### src/rtl/fb_pkg.sv
// Shared definitions for the frame-buffer block engine.
//   fb_state_e    : engine state encoding
//   GEOM_W        : width of the frame geometry fields (stride/width/height)
//   POS_W         : width of the block position inputs
//   PROD_W        : width at which y*stride + x is formed before truncation
//   DEF_*         : default parameter values for the engine
//   mem_width_ok(): true when a memory word holds exactly one block line
package fb_pkg;

  typedef enum logic [2:0] {
    ST_IDLE,
    ST_RD_REQ,
    ST_RD_WAIT,
    ST_WR,
    ST_DONE
  } fb_state_e;

  localparam int GEOM_W = 12;
  localparam int POS_W  = 11;
  localparam int PROD_W = 23;

  localparam int DEF_MEM_WIDTH  = 64;
  localparam int DEF_BLK_WIDTH  = 8;
  localparam int DEF_BLK_HEIGHT = 8;
  localparam int DEF_ADDR_WIDTH = 21;

  // One memory word must carry one block line of 8-bit pixels.
  function automatic bit mem_width_ok(input int mem_w, input int blk_w);
    return mem_w == blk_w * 8;
  endfunction

endpackage

### src/rtl/fb_addr_gen.sv
// Address generator shared by the block-read and frame-write paths.
// Forms addr = y_eff*stride + x_eff at PROD_W bits, truncated to ADDR_WIDTH.
// With clamp_en_i set the coordinates are clamped to the frame edge
// (edge replication); with it clear they pass through unchanged.
//   clamp_en_i : apply edge clamping (block reads)
//   x_i, y_i   : requested pixel column / line
//   stride_i   : line pitch in pixels
//   width_i    : frame width in pixels
//   height_i   : frame height in lines
//   addr_o     : resulting pixel/byte address
module fb_addr_gen
  import fb_pkg::*;
#(
  parameter int BLK_WIDTH  = DEF_BLK_WIDTH,
  parameter int ADDR_WIDTH = DEF_ADDR_WIDTH
) (
  input  logic                  clamp_en_i,
  input  logic [GEOM_W-1:0]     x_i,
  input  logic [GEOM_W-1:0]     y_i,
  input  logic [GEOM_W-1:0]     stride_i,
  input  logic [GEOM_W-1:0]     width_i,
  input  logic [GEOM_W-1:0]     height_i,
  output logic [ADDR_WIDTH-1:0] addr_o
);

  localparam logic [GEOM_W-1:0] BLK_W_G = GEOM_W'(BLK_WIDTH);

  logic [GEOM_W-1:0] y_max;
  logic [GEOM_W-1:0] x_max;
  logic [GEOM_W-1:0] x_eff;
  logic [GEOM_W-1:0] y_eff;
  logic [PROD_W-1:0] prod;
  logic [PROD_W-1:0] sum;

  assign y_max = height_i - GEOM_W'(1);
  assign x_max = width_i - BLK_W_G;

  always_comb begin
    // NOTE: every variable assigned in always_comb gets a default first so
    // no path leaves it holding its old value, which would infer a latch.
    x_eff = x_i;
    y_eff = y_i;
    if (clamp_en_i) begin
      if (y_i > y_max) y_eff = y_max;
      // A frame narrower than one block always reads from column 0.
      if (width_i < BLK_W_G)  x_eff = '0;
      else if (x_i > x_max)   x_eff = x_max;
    end
    prod   = PROD_W'(y_eff) * PROD_W'(stride_i);
    sum    = prod + PROD_W'(x_eff);
    addr_o = ADDR_WIDTH'(sum);
  end

endmodule

### src/rtl/fb_block_engine.sv
// Frame-buffer engine between the pixel pipeline and frame memory.
// Streams a frame into memory in raster order (fb_* handshake) and fetches
// BLK_WIDTH x BLK_HEIGHT blocks one line per memory word, replicating the
// frame edge for lines/columns outside the frame. One outstanding read.
//   clk, reset            : clock, synchronous active-low reset
//   stride_in/width_in/
//   height_in, setup_frame: frame geometry and its latch strobe (IDLE only)
//   x, y, read_block      : block position and fetch start (IDLE only)
//   blk_line, blk_line_rdy,
//   blk_done              : fetched line, its valid pulse, last-line pulse
//   fb_write, fb_data,
//   fb_valid, fb_ready,
//   fb_done               : frame-write start, data handshake, completion
//   busy                  : engine not idle
//   mem_addr, mem_data_out,
//   mem_read, mem_write,
//   mem_ready, mem_data,
//   mem_rvalid            : frame-memory request / return interface
module fb_block_engine
  import fb_pkg::*;
#(
  parameter int MEM_WIDTH  = DEF_MEM_WIDTH,
  parameter int BLK_WIDTH  = DEF_BLK_WIDTH,
  parameter int BLK_HEIGHT = DEF_BLK_HEIGHT,
  parameter int ADDR_WIDTH = DEF_ADDR_WIDTH
) (
  input  logic                  clk,
  input  logic                  reset,
  input  logic [GEOM_W-1:0]     stride_in,
  input  logic [GEOM_W-1:0]     width_in,
  input  logic [GEOM_W-1:0]     height_in,
  input  logic                  setup_frame,
  input  logic [POS_W-1:0]      x,
  input  logic [POS_W-1:0]      y,
  input  logic                  read_block,
  output logic [MEM_WIDTH-1:0]  blk_line,
  output logic                  blk_line_rdy,
  output logic                  blk_done,
  input  logic                  fb_write,
  input  logic [MEM_WIDTH-1:0]  fb_data,
  input  logic                  fb_valid,
  output logic                  fb_ready,
  output logic                  fb_done,
  output logic                  busy,
  output logic [ADDR_WIDTH-1:0] mem_addr,
  output logic [MEM_WIDTH-1:0]  mem_data_out,
  output logic                  mem_read,
  output logic                  mem_write,
  input  logic                  mem_ready,
  input  logic [MEM_WIDTH-1:0]  mem_data,
  input  logic                  mem_rvalid
);

  localparam int ROW_W = (BLK_HEIGHT > 1) ? $clog2(BLK_HEIGHT) : 1;

  if (!mem_width_ok(MEM_WIDTH, BLK_WIDTH)) begin : g_bad_width
    $error("fb_block_engine: MEM_WIDTH must equal BLK_WIDTH*8");
  end

  fb_state_e state_q, state_d;

  logic [GEOM_W-1:0]     stride_q, width_q, height_q;
  logic [POS_W-1:0]      bx_q, by_q;
  logic [ROW_W-1:0]      row_q;
  logic [GEOM_W-1:0]     x_pos_q, y_pos_q;
  logic                  last_q;          // final frame beat already taken
  logic [ADDR_WIDTH-1:0] wr_addr_q;
  logic [MEM_WIDTH-1:0]  wr_data_q;
  logic                  mem_write_q;
  logic [MEM_WIDTH-1:0]  blk_line_q;
  logic                  blk_line_rdy_q;
  logic                  blk_done_q;

  logic                  rd_active;
  logic                  last_row;
  logic                  wr_accept;
  logic                  fb_fire;
  logic [GEOM_W:0]       x_next;          // one extra bit so +BLK_WIDTH cannot wrap
  logic                  line_wrap;
  logic                  last_beat;
  logic [GEOM_W-1:0]     gen_x, gen_y;
  logic [ADDR_WIDTH-1:0] gen_addr;

  assign rd_active = (state_q == ST_RD_REQ);
  assign last_row  = (row_q == ROW_W'(BLK_HEIGHT - 1));
  assign wr_accept = mem_write_q && mem_ready;
  assign fb_fire   = fb_valid && fb_ready;
  assign x_next    = {1'b0, x_pos_q} + (GEOM_W + 1)'(BLK_WIDTH);
  assign line_wrap = (x_next >= {1'b0, width_q});
  assign last_beat = line_wrap && (y_pos_q == (height_q - GEOM_W'(1)));

  // The read path owns the generator while requesting; otherwise it serves
  // the write path, which needs no clamping.
  assign gen_x = rd_active ? GEOM_W'(bx_q) : x_pos_q;
  assign gen_y = rd_active ? (GEOM_W'(by_q) + GEOM_W'(row_q)) : y_pos_q;

  fb_addr_gen #(
    .BLK_WIDTH  (BLK_WIDTH),
    .ADDR_WIDTH (ADDR_WIDTH)
  ) u_addr_gen (
    .clamp_en_i (rd_active),
    .x_i        (gen_x),
    .y_i        (gen_y),
    .stride_i   (stride_q),
    .width_i    (width_q),
    .height_i   (height_q),
    .addr_o     (gen_addr)
  );

  // State register.
  always_ff @(posedge clk) begin
    // NOTE: sequential state uses non-blocking assignments so every register
    // samples pre-edge values regardless of process evaluation order.
    if (!reset) state_q <= ST_IDLE;
    else        state_q <= state_d;
  end

  // Next-state logic.
  always_comb begin
    state_d = state_q;
    unique case (state_q)
      ST_IDLE: begin
        if (setup_frame) begin
          state_d = ST_IDLE;
        end else if (fb_write) begin
          state_d = ((width_q == '0) || (height_q == '0)) ? ST_DONE : ST_WR;
        end else if (read_block) begin
          state_d = ST_RD_REQ;
        end
      end
      ST_RD_REQ:  if (mem_ready)  state_d = ST_RD_WAIT;
      ST_RD_WAIT: if (mem_rvalid) state_d = last_row ? ST_IDLE : ST_RD_REQ;
      ST_WR:      if (last_q && wr_accept) state_d = ST_DONE;
      ST_DONE:    state_d = ST_IDLE;
      default:    state_d = ST_IDLE;
    endcase
  end

  // Outputs.
  always_comb begin
    mem_read     = (state_q == ST_RD_REQ);
    mem_write    = mem_write_q;
    mem_addr     = rd_active ? gen_addr : wr_addr_q;
    mem_data_out = wr_data_q;
    fb_ready     = (state_q == ST_WR) && !last_q && (!mem_write_q || mem_ready);
    fb_done      = (state_q == ST_DONE);
    busy         = (state_q != ST_IDLE);
    blk_line     = blk_line_q;
    blk_line_rdy = blk_line_rdy_q;
    blk_done     = blk_done_q;
  end

  // Datapath registers.
  always_ff @(posedge clk) begin
    if (!reset) begin
      // NOTE: wide data registers are reset too, so every output reads 0
      // out of reset rather than carrying stale contents.
      stride_q       <= '0;
      width_q        <= '0;
      height_q       <= '0;
      bx_q           <= '0;
      by_q           <= '0;
      row_q          <= '0;
      x_pos_q        <= '0;
      y_pos_q        <= '0;
      last_q         <= 1'b0;
      wr_addr_q      <= '0;
      wr_data_q      <= '0;
      mem_write_q    <= 1'b0;
      blk_line_q     <= '0;
      blk_line_rdy_q <= 1'b0;
      blk_done_q     <= 1'b0;
    end else begin
      blk_line_rdy_q <= 1'b0;
      blk_done_q     <= 1'b0;
      unique case (state_q)
        ST_IDLE: begin
          if (setup_frame) begin
            stride_q <= stride_in;
            width_q  <= width_in;
            height_q <= height_in;
          end else if (fb_write) begin
            x_pos_q <= '0;
            y_pos_q <= '0;
            last_q  <= 1'b0;
          end else if (read_block) begin
            bx_q  <= x;
            by_q  <= y;
            row_q <= '0;
          end
        end
        ST_RD_WAIT: begin
          if (mem_rvalid) begin
            blk_line_q     <= mem_data;
            blk_line_rdy_q <= 1'b1;
            blk_done_q     <= last_row;
            if (!last_row) row_q <= row_q + ROW_W'(1);
          end
        end
        ST_WR: begin
          if (wr_accept) mem_write_q <= 1'b0;
          // A new beat may replace the one being accepted in the same cycle.
          if (fb_fire) begin
            wr_addr_q   <= gen_addr;
            wr_data_q   <= fb_data;
            mem_write_q <= 1'b1;
            last_q      <= last_beat;
            if (line_wrap) begin
              x_pos_q <= '0;
              y_pos_q <= y_pos_q + GEOM_W'(1);
            end else begin
              x_pos_q <= x_next[GEOM_W-1:0];
            end
          end
        end
        default: ;
      endcase
    end
  end

endmodule

### config.mk
export PLATFORM = sky130hd
export DESIGN_NAME = fb_block_engine
export DESIGN_NICKNAME = d
export VERILOG_FILES = /design/src/rtl/fb_pkg.sv /design/src/rtl/fb_addr_gen.sv /design/src/rtl/fb_block_engine.sv
export SDC_FILE = /design/constraint.sdc
export NUM_CORES = 1
export LEC_CHECK = 0
export CAP_MARGIN = 40
export CORE_MARGIN = 2
export CORE_UTILIZATION = 25
export CTS_BUF_LIST = sky130_fd_sc_hd__clkbuf_16
export CTS_CLUSTER_SIZE = 40
export DETAILED_ROUTE_END_ITERATION = 7
export DONT_BUFFER_PORTS = 1
export SKIP_LAST_GASP = 1
export SYNTH_ARGS = -nofsm -noshare
export SYNTH_HDL_FRONTEND = slang
export SYNTH_SLANG_ARGS = --single-unit
export TNS_END_PERCENT = 20
### constraint.sdc
create_clock -name clk -period 13.1 [get_ports clk]
set_input_delay 2.62 -clock clk [delete_from_list [all_inputs] [get_ports clk]]
set_output_delay 2.62 -clock clk [all_outputs]
set_load 0.01 [all_outputs]
======== Word-level counts from Yosys, hierarchy flattened ========
Cells that the tools add are included.
W data, S select, Z words.
word-level totals
  word-level logic and storage cells ...... 113
  register bits ........................... 241
  output and inout bits ................... 156
cells by class
  bitwise gates (word level) .............. 2
  multipliers ............................. 1
  equal/unequal tests ..................... 17
  order comparisons ....................... 4
  mux-type cells .......................... 38
  add/subtract/negate cells ............... 7
  reduce and logical (&&, ||, !) cells .... 28
operators with widths
  kind                     number
  $mux W12                 13
  $pmux W12 S2             2
  $mux W3                  12
  $gt A12 B12 Y1           2
  $logic_not A12 Y1        2
  $add A21 B12 Y21         1
  $mul A12 B12 Y21         1
  $mux W21                 1
  $ne A2 B2 Y1 const B     10
  $add A12 B4 Y13 const B  1
  $ge A13 B12 Y1           1
  $add A11 B3 Y12          1
  $add A12 B1 Y12 const B  1
  $eq A12 B12 Y1           1
  $lt A12 B4 Y1 const B    1
  $pmux W3 S4              1
  $reduce_and A4 Y1        3
  $sub A12 B1 Y12 const B  1
  $sub A12 B4 Y12 const B  1
  $reduce_and A2 Y1        5
  $mux W1                  7
  $eq A3 B2 Y1 const B     2
  $eq A3 B3 Y1 const B     2
  $logic_and A1 B1 Y1      6
  other kinds (14)         19

======== Logic depth before layout (Yosys ltp) ========
  depth in word-level cells ............... 8
  gate-level depth with buffers ........... 37
  mapped depth without buffers ............ 36

======== Hierarchy ========
From an unflattened synthesis, not the netlist that was laid out.
unflattened totals
  cell total of the unflattened synthesis .. 2083
  area, all modules ....................... 16091.7 sq um
by module, submodules not included
  module           seq. area each (sq um)  instances  cells each  area each (sq um)
  fb_block_engine  4764.6                  1          1372        10151.0
  fb_addr_gen      0.0                     1          711         5940.7

======== Worst setup path before layout ========
Ideal clock, no wire load.
  kind .................................... register to output
  start ................................... reg state_q[2]
  end ..................................... out mem_addr[20]
  setup slack ............................. 2.355 ns
  data required time ...................... 10.480 ns
  cell stages (with the launch flop) ...... 34
  path buffers ............................ 4
  arrival ................................. 8.125 ns
  path through ............................ dfxtp_1 > and2b_1 > nand2b_1 > clkbuf_1 > inv_1 > clkbuf_1 > buf_1 > a21oi_1 > ha_1 > and4b_1 > a211oi_1 > o41ai_2 > nor2_1 > nor2_1 > mux2_1 > a21oi_1 > clkbuf_1 > nand2b_1 > fa_1 > fa_1 > inv_1 > fa_1 > fa_1 > inv_1 > fa_1 > inv_1 > ha_1 > o21a_1 > o21ai_0 > a31oi_1 > a311o_1 > a41o_1 > xnor2_1 > o21ai_1
between the ends
  word-level cells in the longest chain between the ends .. 8
  elaborated cells between the ends (all ways) .. 13
  classes of those cells .................. add/sub (1); mul (1); order compare (2); eq/ne (1); mux (8)
ends and longest elaborated chain
  what                                                 RTL line                                      source
  start: declaration                                   fb_block_engine.sv:60                         fb_state_e state_q, state_d;
  start signal: assignment                             fb_block_engine.sv:115                        else state_q <= state_d;
  $eq A3 B1 Y1 *                                       -
  net mem_read                                         fb_block_engine.sv:47                         output logic mem_read,
  $mux W12, on equally long branches                   fb_block_engine.sv:95, fb_block_engine.sv:94
  $gt A12 B12 Y1, on equally long branches             fb_addr_gen.sv:44, fb_addr_gen.sv:47
  $mux W12, on equally long branches                   fb_addr_gen.sv:44, fb_addr_gen.sv:47
  $mux W12, on equally long branches                   fb_addr_gen.sv:43, fb_addr_gen.sv:46
  $mul A12 B12 Y21 / $mux W12 (equally long branches)  fb_addr_gen.sv:49, fb_addr_gen.sv:43
  $add A21 B12 Y21                                     fb_addr_gen.sv:50                             sum = prod + PROD_W'(x_eff);
  $mux W21 *                                           fb_block_engine.sv:143                        mem_addr = rd_active ? gen_addr : wr_addr_q;
  end: declaration                                     fb_block_engine.sv:45                         output logic [ADDR_WIDTH-1:0] mem_addr,
The timed path passes the listed nets; every way through them passes the cells marked *.

======== Worst setup path after layout ========
  start ................................... reg height_q[0]
  end ..................................... out mem_addr[20]
between the ends
  word-level cells in the longest chain between the ends .. 7
ends and longest elaborated chain
  what                      RTL line                source
  start: declaration        fb_block_engine.sv:62   logic [GEOM_W-1:0] stride_q, width_q, height_q;
  start signal: assignment  fb_block_engine.sv:181  height_q <= height_in;
  $sub A12 B1 Y12 *         fb_addr_gen.sv:35       assign y_max = height_i - GEOM_W'(1);
  $gt A12 B12 Y1            fb_addr_gen.sv:44       if (y_i > y_max) y_eff = y_max;
  $mux W12 *                fb_addr_gen.sv:44
  $mux W12 *                fb_addr_gen.sv:43       if (clamp_en_i) begin
  $mul A12 B12 Y21 *        fb_addr_gen.sv:49       prod = PROD_W'(y_eff) * PROD_W'(stride_i);
  $add A21 B12 Y21 *        fb_addr_gen.sv:50
  $mux W21 *                fb_block_engine.sv:143
Every way passes the cells marked *; elsewhere a longest branch is shown, timed or not.

==> results.tsv <==
stage	metric	value	unit
global_routing	grt_pass1_vias	12900	
floorplanning	initial_core_util	0.253	
yosys	synth-edff-count	0	
power	power_frac_seq	0.374	
yosys	syn_area_per_cell	8.06	um^2
routing	dr_wl_met3	4150	um
floorplanning	ios	350	
routing	wl_per_cell	16.6	um
setup_path	crit_family	adder cells	
setup_path	worst-setup-path-type	reg2out	
yosys	synth_xor_xnor_area_share	0.0373	
finish	area_growth	10.6	%
setup_path	crit_path_start_kind	register	
sta	finalClockSkew	27.9	ps
setup_path	critPathCaptureType	output pin	
yosys	netlist_area	0.0163	mm^2
sta	finalHoldViolCount	0	
clock_network	clk_latency	590	ps
clock_network	clkTransAtPathRegs	60	ps
routing	wl	47200	um
clock_network	htree_levels	1	
yosys	synth_mux_area_frac	0.0102	
routing	ant_nets	0	
placement	post-place-ws	1720	ps
placement	dp_hpwl	36400	um
yosys	ys_seq_elements	238	
yosys	ys_warn_count	0	
sta	worstMarginPinSlew	924	ps
routing	routed.top_layer	met5	
yosys	yosys.area.top_type	dfxtp_1	
sta	post-route-period-util	0.907	
clock_network	numCtsBuffers	29	
clock_network	clock-root-buffer	clkbuf_16	
clock_network	cts_hold_buf	0	
sta	fin_tns_setup	0	ps
setup_path	critPathMaxStageDelay	830	ps
yosys	synth_top_family_by_area	simple AND/OR/NAND/NOR gates	
yosys	synth.distinct_cells	68	
setup_path	critPathArrivalTime	9260	ps
global_routing	grt_usage	0.137	
power	powerDensity	132	mW/mm^2
yosys	synth_top_cell_area_share	0.292	
yosys	synthArstFlopShare	0	
yosys	synth-compound-area-share	0.158	
sta	fin_ws	1220	ps
placement	place_area	0.0171	mm^2
routing	firstDrtPassIters	5	
setup_path	worstPathRequired	10480	ps
clock_network	cts_tree	built	
global_routing	overflow	0	
yosys	ys_seq_area_frac	0.292	
global_routing	grt_pass1_wl	73200	um
sta	period_minus_slack	11880	ps
setup_path	slowest_stage	mux2i_1	
sta	slew_headroom	0.366	
sta	max_freq	0.0842	GHz
floorplanning	core	0.0645	mm^2
sta	finalSetupViolations	0	
power	combPwrFrac	0.301	
run	maxCapViolCount	0	
routing	route.met2.wl	21700	um
finish	nets	2366	
routing	met1_length	20000	um
yosys	syn_inst	2027	
clock_network	clock-sinks	238	
clock_network	cts-resized-gates	0	
sta	rsz0062_at_grt	false	
yosys	synthSimpleGateAreaFrac	0.224	
sta	maxSlewViolCount	0	
floorplanning	die-width	260	um
placement	finalWeightedCongestion	0.856	
global_routing	grt_max_degree	230	
routing	vias	12900	
global_routing	grt_antenna_before_repair	8	
routing	vias_per_cell	4.54	
power	p_sw	0.000899	W
power	irDropWorstVdd	0.102	mV
setup_path	worst-path-max-fanout	12	
worst_hold_path	hp-class	reg2reg	
setup_path	critPathBufInv	5	
routing	drt_iter0_drc	570	
clock_network	clock_path_buffers	3	
finish	drive_gt1_frac	0.0388	
routing	drc	0	
power	intPower	0.00149	W
yosys	synth_top_flop_cell	dfxtp_1	
outcome	status	finished, final reports clean	
power	leakage	7.44	nW
floorplanning	die_h	260	um
clock_network	post_cts_buffers	0	
power	sw_frac_of_total	0.377	
finish	final_area	0.0181	mm^2
yosys	synth.area.top_cells	dfxtp_1 (29%), fa_1 (13%), nand2_1 (13%)	
placement	placement.io_buffers	0	
power	clockPowerShare	0.324	
sta	hold_slack	452	ps
yosys	synth_nets	2428	
yosys	synth_fa_ha_area_frac	0.209	
floorplanning	std_cell_rows	93	
floorplanning	dieArea	0.0674	mm^2
-- cells by family after synthesis --
family          after synthesis
compound gates              368
xor+xnor                     67
fa+ha+maj                   207
buf+inv                     299
flops                       238
mux                          16
simple gates                832
-- final cells by class --
cell class	instances	area, um^2
diodes	3	7.51
clock buffers	29	726
clock inverters	23	175
fillers	7050	46400
inverters	188	706
multi-input cells	1490	10500
flip-flops and latches	238	4760
well taps	855	1070
repair buffers	18	150
-- routing by layer --
layer	global-route usage	vias to the layer above
met1	0.168	6073
li1	-	6397
met2	0.227	369
met5	0	-
met3	0.0481	73
met4	0.0391	12
-- tightest hold or removal path: cells and delay by family (launching register included) --
kind            cells  cell delay [ps]
compound gates      1               50
flops               1              310
simple gates        1               50
-- synthesized netlist by cell type (all sizes together), types with 2 or more instances --
cell / n
a21oi: 37
o21ai: 53
or3: 5
buf: 11
o41ai: 4
o31ai: 3
a31oi: 3
a211oi: 4
a32oi: 3
nor3b: 2
o2111ai: 2
dfxtp: 238
a311oi: 2
and3: 6
a22oi: 4
o211ai: 10
nand2b: 13
xnor2: 36
nand4: 15
mux2: 5
and3b: 5
o311ai: 2
o22ai: 2
or4: 10
xor2: 30
o21a: 5
ha: 97
a21o: 19
nor2b: 16
and4: 2
a21boi: 201
nor2: 42
nand2: 584
nor3: 14
and2: 91
nor4: 4
clkbuf: 100
o21bai: 4
nand3: 20
fa: 110
mux2i: 11
inv: 188
-- state kept, by name (all words and copies together) (netlist names), 12 cells and up --
name / count
wr_addr_q: 21
width_q: 12
stride_q: 12
mem_data_out: 64
blk_line: 64
height_q: 12
y_pos_q: 12
-- stage by stage --
stage | utilization | std cells | power (W)
final | 0.280 | 2844 | 0.00239
after global routing | 0.280 | 2842 | 0.00256
after CTS | 0.280 | 2841 | 0.00243
after detailed placement | 0.266 | 2789 | 0.00163
after global placement | 0.265 | 2786 | 0.00163
after floorplan | - | 2027 | 0.00143
-- cells in the final DEF, fill, tap and decap left out, drive strengths merged, types with 11 or more instances in the layout --
cell and instances:
and2 91, nand4 15, clkbuf 29, nor2 42
buf 18, mux2i 11, a21boi 201, dfxtp 238
xor2 30, nand3 20, fa 110, a21o 19
o21ai 53, inv 198, nand2b 13, nand2 584
a21oi 37, nor3 14, nor2b 16, xnor2 36
ha 97
-- worst paths after layout --
kind / end / cells after the start / from / slack (ps)
min reg2reg: wr_addr_q[1]$_SDFFE_PN0P_ / 2 / wr_addr_q[1]$_SDFFE_PN0P_ / 450
min: wr_addr_q[1]$_SDFFE_PN0P_ / 2 / wr_addr_q[1]$_SDFFE_PN0P_ / 450
max: mem_addr[20] / 30 / height_q[0]$_SDFFE_PN0P_ / 1220
max reg2reg: wr_addr_q[18]$_SDFFE_PN0P_ / 31 / height_q[0]$_SDFFE_PN0P_ / 4460
-- power by group through the flow --
stage	Sequential, W	Combinational [W]	Clock (W)
after detailed placement	0.000908	0.000726	0
after floorplan	0.000854	0.000572	0
after CTS	0.000892	0.000730	0.000805
after global routing	0.000904	0.000820	0.000833
final	0.000893	0.000719	0.000774
after global placement	0.000908	0.000718	0
Note: power is estimated with default switching activity, not from simulation.
